`config.mk`:
```
export PLATFORM = sky130hd
export DESIGN_NAME = hwpe_ctrl_uloop_sched
export DESIGN_NICKNAME = d
export VERILOG_FILES = /design/src/rtl/hwpe_ctrl_uloop_sched_pkg.sv /design/src/rtl/hwpe_ctrl_uloop_sched_wdog.sv /design/src/rtl/hwpe_ctrl_uloop_sched.sv
export SDC_FILE = /design/constraint.sdc
export NUM_CORES = 1
export LEC_CHECK = 0
export BUFFER_PORTS_ARGS = -buffer_cell sky130_fd_sc_hd__buf_4
export CAP_MARGIN = 15
export CORE_MARGIN = 2
export CORE_UTILIZATION = 52
export DETAILED_ROUTE_END_ITERATION = 16
export GPL_TIMING_DRIVEN = 0
export PLACE_DENSITY = 0.78
export SLEW_MARGIN = 5
export SYNTH_ARGS = -nofsm -noshare
export SYNTH_HDL_FRONTEND = slang
export SYNTH_SLANG_ARGS = --single-unit
export TNS_END_PERCENT = 20
```
`constraint.sdc`:
```
create_clock -name clk_i -period 4.7 [get_ports clk_i]
set_input_delay 0.47 -clock clk_i [delete_from_list [all_inputs] [get_ports clk_i]]
set_output_delay 0.47 -clock clk_i [all_outputs]
set_load 0.03 [all_outputs]
```
`src/rtl/hwpe_ctrl_uloop_sched_pkg.sv`:
```
// ============================================================================
// Module : hwpe_ctrl_uloop_sched_pkg
// Brief  : uloop ctrl/flags types and scheduler state encoding.
// Rev    : 1.0
// ============================================================================
`default_nettype none

package hwpe_ctrl_uloop_sched_pkg;

    localparam int unsigned ULOOP_NB_LOOPS      = 2;
    localparam int unsigned ULOOP_NB_REG        = 4;
    localparam int unsigned ULOOP_REG_WIDTH     = 32;
    localparam int unsigned ULOOP_CNT_WIDTH     = 8;
    localparam int unsigned ULOOP_LOOP_WIDTH    = (ULOOP_NB_LOOPS > 1) ? $clog2(ULOOP_NB_LOOPS) : 1;
    localparam int unsigned ULOOP_SCHED_TIMEOUT = 1024;

    typedef struct packed {
        logic enable;
        logic clear;
    } ctrl_uloop_t;

    typedef struct packed {
        logic                                             done;
        logic                                             valid;
        logic                                             ready;
        logic [ULOOP_NB_REG-1:0][ULOOP_REG_WIDTH-1:0]     offs;
        logic [ULOOP_NB_LOOPS-1:0][ULOOP_CNT_WIDTH-1:0]   idx;
        logic [ULOOP_LOOP_WIDTH-1:0]                      loop;
    } flags_uloop_t;

    typedef enum logic [2:0] {
        IDLE = 3'd0,
        CLR  = 3'd1,
        REQ  = 3'd2,
        WAIT = 3'd3,
        OUT  = 3'd4,
        FIN  = 3'd5
    } uloop_sched_state_t;

endpackage

`default_nettype wire

```
`src/rtl/hwpe_ctrl_uloop_sched_wdog.sv`:
```
// ============================================================================
// Module : hwpe_ctrl_uloop_sched_wdog
// Brief  : Counts consecutive enabled cycles; flags expiry on the TIMEOUT-th.
// Rev    : 1.0
// ============================================================================
`default_nettype none

module hwpe_ctrl_uloop_sched_wdog #(
    parameter int unsigned TIMEOUT = 1024
) (
    input  logic clk_i,
    input  logic rst_ni,
    input  logic clear_i,
    input  logic en_i,
    output logic expired_o
);

    generate
        if (TIMEOUT == 0) begin : g_bypass
            logic w_unused;
            assign w_unused  = ^{clk_i, rst_ni, clear_i, en_i};
            assign expired_o = 1'b0;
        end else begin : g_count
            localparam int unsigned CW = (TIMEOUT > 1) ? $clog2(TIMEOUT) : 1;
            localparam logic [CW-1:0] c_last = CW'(TIMEOUT - 1);

            logic [CW-1:0] r_cnt;

            // Restarts whenever the enable drops, so only uninterrupted waits count.
            always_ff @(posedge clk_i or negedge rst_ni) begin
                if (!rst_ni) begin
                    r_cnt <= '0;
                end else if (clear_i || !en_i) begin
                    r_cnt <= '0;
                end else if (r_cnt != c_last) begin
                    r_cnt <= r_cnt + 1'b1;
                end
            end

            assign expired_o = en_i && (r_cnt == c_last);
        end
    endgenerate

endmodule

`default_nettype wire

```
`src/rtl/hwpe_ctrl_uloop_sched.sv`:
```
// ============================================================================
// Module : hwpe_ctrl_uloop_sched
// Brief  : Drives a uloop, turns its offsets into per-stream address tuples.
// Rev    : 1.0
// ============================================================================
`default_nettype none

module hwpe_ctrl_uloop_sched
    import hwpe_ctrl_uloop_sched_pkg::*;
#(
    parameter int unsigned SHADOWED   = 1,
    parameter int unsigned NB_STREAM  = 4,
    parameter int unsigned ADDR_WIDTH = 32,
    parameter int unsigned TIMEOUT    = ULOOP_SCHED_TIMEOUT,
    parameter int unsigned ITER_WIDTH = 16
) (
    input  logic                                       clk_i,
    input  logic                                       rst_ni,
    input  logic                                       clear_i,
    input  logic                                       start_i,
    output logic                                       busy_o,
    output logic                                       done_o,
    output logic                                       err_o,
    output ctrl_uloop_t                                ctrl_uloop_o,
    input  flags_uloop_t                               flags_uloop_i,
    input  logic [NB_STREAM*ADDR_WIDTH-1:0]            base_addr_i,
    output logic                                       out_valid_o,
    input  logic                                       out_ready_i,
    output logic [NB_STREAM*ADDR_WIDTH-1:0]            out_addr_o,
    output logic [ULOOP_NB_LOOPS*ULOOP_CNT_WIDTH-1:0]  out_idx_o,
    output logic [ULOOP_LOOP_WIDTH-1:0]                out_loop_o,
    output logic                                       out_last_o,
    output logic [ITER_WIDTH-1:0]                      iter_cnt_o
);

    uloop_sched_state_t r_state, w_state_nxt;

    logic [NB_STREAM-1:0][ADDR_WIDTH-1:0]               r_base;
    logic [NB_STREAM-1:0][ADDR_WIDTH-1:0]               r_addr;
    logic [NB_STREAM-1:0][ADDR_WIDTH-1:0]               w_sum;
    logic [ULOOP_NB_LOOPS*ULOOP_CNT_WIDTH-1:0]          r_idx;
    logic [ULOOP_LOOP_WIDTH-1:0]                        r_loop;
    logic                                               r_last;
    logic                                               r_err;
    logic [ITER_WIDTH-1:0]                              r_iter;
    logic                                               w_expired;
    logic                                               w_capture;
    logic                                               w_timeout;
    logic                                               w_unused_flags;

    assign w_unused_flags = ^flags_uloop_i;
    assign w_capture      = (r_state == WAIT) && flags_uloop_i.valid;
    assign w_timeout      = (r_state == WAIT) && !flags_uloop_i.valid && w_expired;

    hwpe_ctrl_uloop_sched_wdog #(
        .TIMEOUT (TIMEOUT)
    ) u_wdog (
        .clk_i     (clk_i),
        .rst_ni    (rst_ni),
        .clear_i   (clear_i),
        .en_i      (r_state == WAIT),
        .expired_o (w_expired)
    );

    generate
        for (genvar k = 0; k < NB_STREAM; k++) begin : g_stream
            assign w_sum[k] = r_base[k] + ADDR_WIDTH'(flags_uloop_i.offs[k]);
        end
    endgenerate

    always_ff @(posedge clk_i or negedge rst_ni) begin
        if (!rst_ni) begin
            r_state <= IDLE;
        end else if (clear_i) begin
            r_state <= IDLE;
        end else begin
            r_state <= w_state_nxt;
        end
    end

    always_comb begin
        w_state_nxt = r_state;
        case (r_state)
            IDLE: if (start_i) w_state_nxt = CLR;
            CLR:  w_state_nxt = REQ;
            REQ:  if ((SHADOWED == 0) || flags_uloop_i.ready) w_state_nxt = WAIT;
            WAIT: begin
                if (flags_uloop_i.valid) w_state_nxt = OUT;
                else if (w_expired)      w_state_nxt = IDLE;
            end
            OUT:  if (out_ready_i) w_state_nxt = r_last ? FIN : REQ;
            FIN:  w_state_nxt = IDLE;
            default: w_state_nxt = IDLE;
        endcase
    end

    // In unshadowed mode enable is a level that must fall as soon as valid shows up.
    always_comb begin
        ctrl_uloop_o = '0;
        case (r_state)
            CLR:  ctrl_uloop_o.clear = 1'b1;
            REQ:  ctrl_uloop_o.enable = (SHADOWED == 0) ? 1'b1 : flags_uloop_i.ready;
            WAIT: begin
                ctrl_uloop_o.enable = (SHADOWED == 0) && !flags_uloop_i.valid;
                ctrl_uloop_o.clear  = w_timeout;
            end
            default: ctrl_uloop_o = '0;
        endcase
        if (clear_i) ctrl_uloop_o = '0;
    end

    always_ff @(posedge clk_i or negedge rst_ni) begin
        if (!rst_ni) begin
            r_base <= '0;
            r_addr <= '0;
            r_idx  <= '0;
            r_loop <= '0;
            r_last <= 1'b0;
            r_err  <= 1'b0;
            r_iter <= '0;
        end else if (clear_i) begin
            r_base <= '0;
            r_addr <= '0;
            r_idx  <= '0;
            r_loop <= '0;
            r_last <= 1'b0;
            r_err  <= 1'b0;
            r_iter <= '0;
        end else begin
            if ((r_state == IDLE) && start_i) begin
                r_base <= base_addr_i;
                r_iter <= '0;
                r_err  <= 1'b0;
            end
            if (w_capture) begin
                r_addr <= w_sum;
                r_idx  <= flags_uloop_i.idx;
                r_loop <= flags_uloop_i.loop;
                r_last <= flags_uloop_i.done;
            end
            if (w_timeout) begin
                r_err <= 1'b1;
            end
            if ((r_state == OUT) && out_ready_i && (r_iter != {ITER_WIDTH{1'b1}})) begin
                r_iter <= r_iter + 1'b1;
            end
        end
    end

    assign busy_o      = (r_state != IDLE);
    assign done_o      = (r_state == FIN);
    assign out_valid_o = (r_state == OUT);
    assign err_o       = r_err;
    assign out_addr_o  = r_addr;
    assign out_idx_o   = r_idx;
    assign out_loop_o  = r_loop;
    assign out_last_o  = r_last;
    assign iter_cnt_o  = r_iter;

endmodule

`default_nettype wire

```
==> run summary <==
====================================================================================
Outcome ............................................................... finished with violations
Violations in the final reports ....................................... negative hold slack
Worst-path cell with the longest stage delay .......................... sky130_fd_sc_hd__buf_1
Routed via count ......................................................       17,835
Clock buffer count from CTS ...........................................           37
PwrDens ...............................................................  345 mW/mm^2
Die Y-Extent ..........................................................  191 microns
#FFs+latches synth ....................................................          304
Share of flip-flops with an asynchronous set or reset after synthesis .         100%
Clock tree from TritonCTS .............................................        built
First-pass GRT wire length ............................................      97.5 mm
Drt first-iter violations .............................................        1,212
Pre-CTS setup slack ...................................................      1.46 ns
Slew margin rel. ......................................................        22.3%
Setup tns final .......................................................         0 ns
Global route total overflow ...........................................            0
Yosys warning total ...................................................            0
HPWL after DPL ........................................................      49.4 mm
Row count .............................................................           68
Leakage ...............................................................      11.6 nW
Number of sinks handled by clock tree synthesis .......................          304
Transition at the pin with the smallest max-transition slack ..........      1.17 ns
Total DRC errors in the routed layout .................................            0
CP Max Fanout .........................................................           10
Number of instances resized during post-cts repair ....................            0
Series of cell instances along the critical path ...................... buf_2 > nor2b_1 > and3_1 > clkbuf_1 > clkbuf_1 > buf_1 > nand3b_1 > a21oi_1
Max Slew Vio Count ....................................................            0
Critical path's largest stage delay ...................................      0.89 ns
Cell area after synthesis ............................................. 0.0181 sq mm
Num ports .............................................................          449
Period utilisation layout .............................................        68.3%
Detail Route Antenna Nets .............................................            0
Max_cap viols .........................................................            0
Final setup violation count ...........................................            0
Most area-consuming cells after synthesis ............................. sky130_fd_sc_hd__dfrtp_1 42%, sky130_fd_sc_hd__ha_1 8.7%, sky130_fd_sc_hd__a22o_1 6.4%, sky130_fd_sc_hd__a21oi_1 6.0%, sky130_fd_sc_hd__nand2_1 5.8%
Min Tclk post-route ...................................................      3.21 ns
Type of element launching the critical path ...........................    flip-flop
Highest Clock Rate ....................................................      312 MHz
Synth Flop Type ....................................................... sky130_fd_sc_hd__dfrtp_1
Area grow syn2layout ..................................................        29.2%
Post-synth top area cell .............................................. sky130_fd_sc_hd__dfrtp_1
Share of synthesized area occupied by flip-flops and latches ..........        41.9%
Maximum vdd drop ......................................................     0.289 mV
Effective utilization at floorplan ....................................        52.7%
Gr usage total ........................................................        34.7%
Antenna violations before repair ......................................            2
Cts hold-fix bufs .....................................................            0
Setup repair after global routing missed its margin ...................        false
Worst path most repeated cell ......................................... sky130_fd_sc_hd__clkbuf_1
Clock slew at reported path FFs .......................................      0.06 ns
Post-route clock skew .................................................    0.0214 ns
Worst hold-check path type ............................................ primary input to async pin
Maximum level of the CTS H-tree .......................................            2
Vias per std cell .....................................................         6.05
Cell with the most instances after synthesis .......................... sky130_fd_sc_hd__dfrtp_1
Count of cell types in the netlist ....................................           70
Final worst hold slack ................................................   -0.0237 ns
Leading post-synthesis cells by instance count ........................ 304 x sky130_fd_sc_hd__dfrtp_1, 279 x sky130_fd_sc_hd__nand2_1, 219 x sky130_fd_sc_hd__a21oi_1
Maximum number of pins on one net before global-route repair ..........          113
Worst EP required .....................................................      5.15 ns
Vias in the first global route ........................................       17,542
Buffers from clock root to sink, at most ..............................            3
Gp weighted congestion ................................................        0.937
Critical Path AT ......................................................      3.66 ns
Std-Cell Core Area .................................................... 0.0345 sq mm
Number of instances in the synthesized netlist ........................        1,975
Final core occ ........................................................        68.0%
Area of the die ....................................................... 0.0364 sq mm
Final setup slack of the worst path ...................................      1.49 ns
Share of Yosys cell area claimed by the top area cell type ............        41.9%
Count of flip-flops with a built-in enable after synthesis ............            0
Buf+Inv Stages, Crit Path .............................................            4
Critical path endpoint category .......................................    flip-flop
Number of buffers added for setup after CTS ...........................            0
Clock network latency to the later pin of the worst-skew pair .........      0.55 ns
Routed Wire Length ....................................................      64.6 mm
Root buffer cell ...................................................... sky130_fd_sc_hd__clkbuf_16
Wire length per cell after detailed routing ........................... 21.9 microns
Layout cell share with drive strength beyond 1 ........................        21.4%
Count of nets after finishing .........................................        2,876
Hold Fails Final Rpt ..................................................           11
Number of detailed-routing iterations run before antenna repair .......            6
Number of buffers added on ports ......................................          448
Number of fillers in the final layout .................................        2,798
Synthesized Nets ......................................................        2,386
Family with the most delay on the worst path .......................... buffers and inverters
Syn_area_per_cell .....................................................   9.19 sq um
Die Width .............................................................  191 microns
Critical path type .................................................... flip-flop to flip-flop
====================================================================================
## where the power goes
part	total [mW]	internal, mW	leakage (nW)	switching [mW]
Combinational	2.16	0.876	6.80	1.28
Clock	3.02	1.84	0.623	1.18
Sequential	2.91	2.79	4.18	0.122
## metal layers
metal	vias up	GRT usage [%]	wire length, microns
met3	157	8.80	6000
met2	880	57.1	30000
met4	0	14.2	2890
met1	8574	43.5	25700
met5	-	0	0
li1	8224	-	-
## path summary, 6_finish.rpt
path	startpoint	endpoint	slack [ns]	depth (start not counted)
setup / recovery	r_state[0]	out_addr_o[107]	1.49	8
hold / removal	rst_ni	r_base[96]	-0.02	1
setup reg to reg	r_state[0]	out_addr_o[107]	1.49	8
hold reg to reg	out_addr_o[27]	out_addr_o[27]	0.48	2
max in group asynchronous	rst_ni	r_base[87]	3.66	2
min in group clk_i	base_addr_i[91]	r_base[91]	0.14	2
## logic make-up after synthesis
family / Yosys count / synth area share (%)
compound gates: 705 / 26.0
simple gates: 588 / 15.1
buf+inv: 150 / 3.14
mux: 5 / 0.283
xor+xnor: 93 / 4.49
fa+ha+maj: 130 / 9.13
flops: 304 / 41.9
## final cells by class
type / count / area, sq um / share of cell area, %
multi-input cells: 1521 / 9970 / 42.5
flip-flops and latches: 304 / 7610 / 32.5
repair buffers: 451 / 3440 / 14.7
clock buffers: 55 / 1140 / 4.85
well taps: 455 / 569 / 2.43
plain buffers: 110 / 419 / 1.79
inverters: 40 / 150 / 0.641
clock inverters: 10 / 138 / 0.587
diodes: 3 / 7.51 / 0.0320
## stage by stage
| step | instance area, sq um | total power [mW] | cells |
|---|---|---|---|
| 5_1_grt | 23400 | 8.44 | 2948 |
| 3_5_place_dp | 22200 | 5.07 | 2881 |
| 2_1_floorplan | 18100 | 4.30 | 1975 |
| 4_1_cts | 23400 | 8.08 | 2946 |
| 6_report | 23400 | 8.09 | 2949 |
| 3_3_place_gp | 22100 | 5.02 | 2878 |
## flip-flops by register name, indices dropped and copies added (netlist names)
register	flops
err_o	1
iter_cnt_o	16
out_addr_o	128
out_idx_o	16
out_last_o	1
out_loop_o	1
r_base	128
r_state	3
u_wdog.g_count.r_cnt	10
## cell usage in the layout, fill, tap and decap left out, types with 12 or more instances in the layout
cell,netlist,layout
sky130_fd_sc_hd__buf_4,0,447
sky130_fd_sc_hd__dfrtp_1,304,304
sky130_fd_sc_hd__nand2_1,279,279
sky130_fd_sc_hd__a21oi_1,219,219
sky130_fd_sc_hd__a22o_1,133,133
sky130_fd_sc_hd__ha_1,126,126
sky130_fd_sc_hd__o21ai_0,118,118
sky130_fd_sc_hd__clkbuf_1,95,101
sky130_fd_sc_hd__nor2_1,90,90
sky130_fd_sc_hd__a21o_1,63,63
sky130_fd_sc_hd__xnor2_1,57,57
sky130_fd_sc_hd__inv_1,40,40
sky130_fd_sc_hd__clkbuf_16,0,39
sky130_fd_sc_hd__nand3_1,36,36
sky130_fd_sc_hd__xor2_1,36,36
sky130_fd_sc_hd__nor3_1,33,33
sky130_fd_sc_hd__nand4_1,28,28
sky130_fd_sc_hd__and3_1,25,25
sky130_fd_sc_hd__a211oi_1,22,22
sky130_fd_sc_hd__o21bai_1,18,18
sky130_fd_sc_hd__o211ai_1,17,17
sky130_fd_sc_hd__nor2b_1,16,16
sky130_fd_sc_hd__a31oi_1,15,15
sky130_fd_sc_hd__o21a_1,13,13
sky130_fd_sc_hd__nand2b_1,12,12
sky130_fd_sc_hd__or3_1,12,12
sky130_fd_sc_hd__o31ai_1,12,12
sky130_fd_sc_hd__nand3b_1,12,12
No activity file was read; power rests on OpenSTA's default activity.
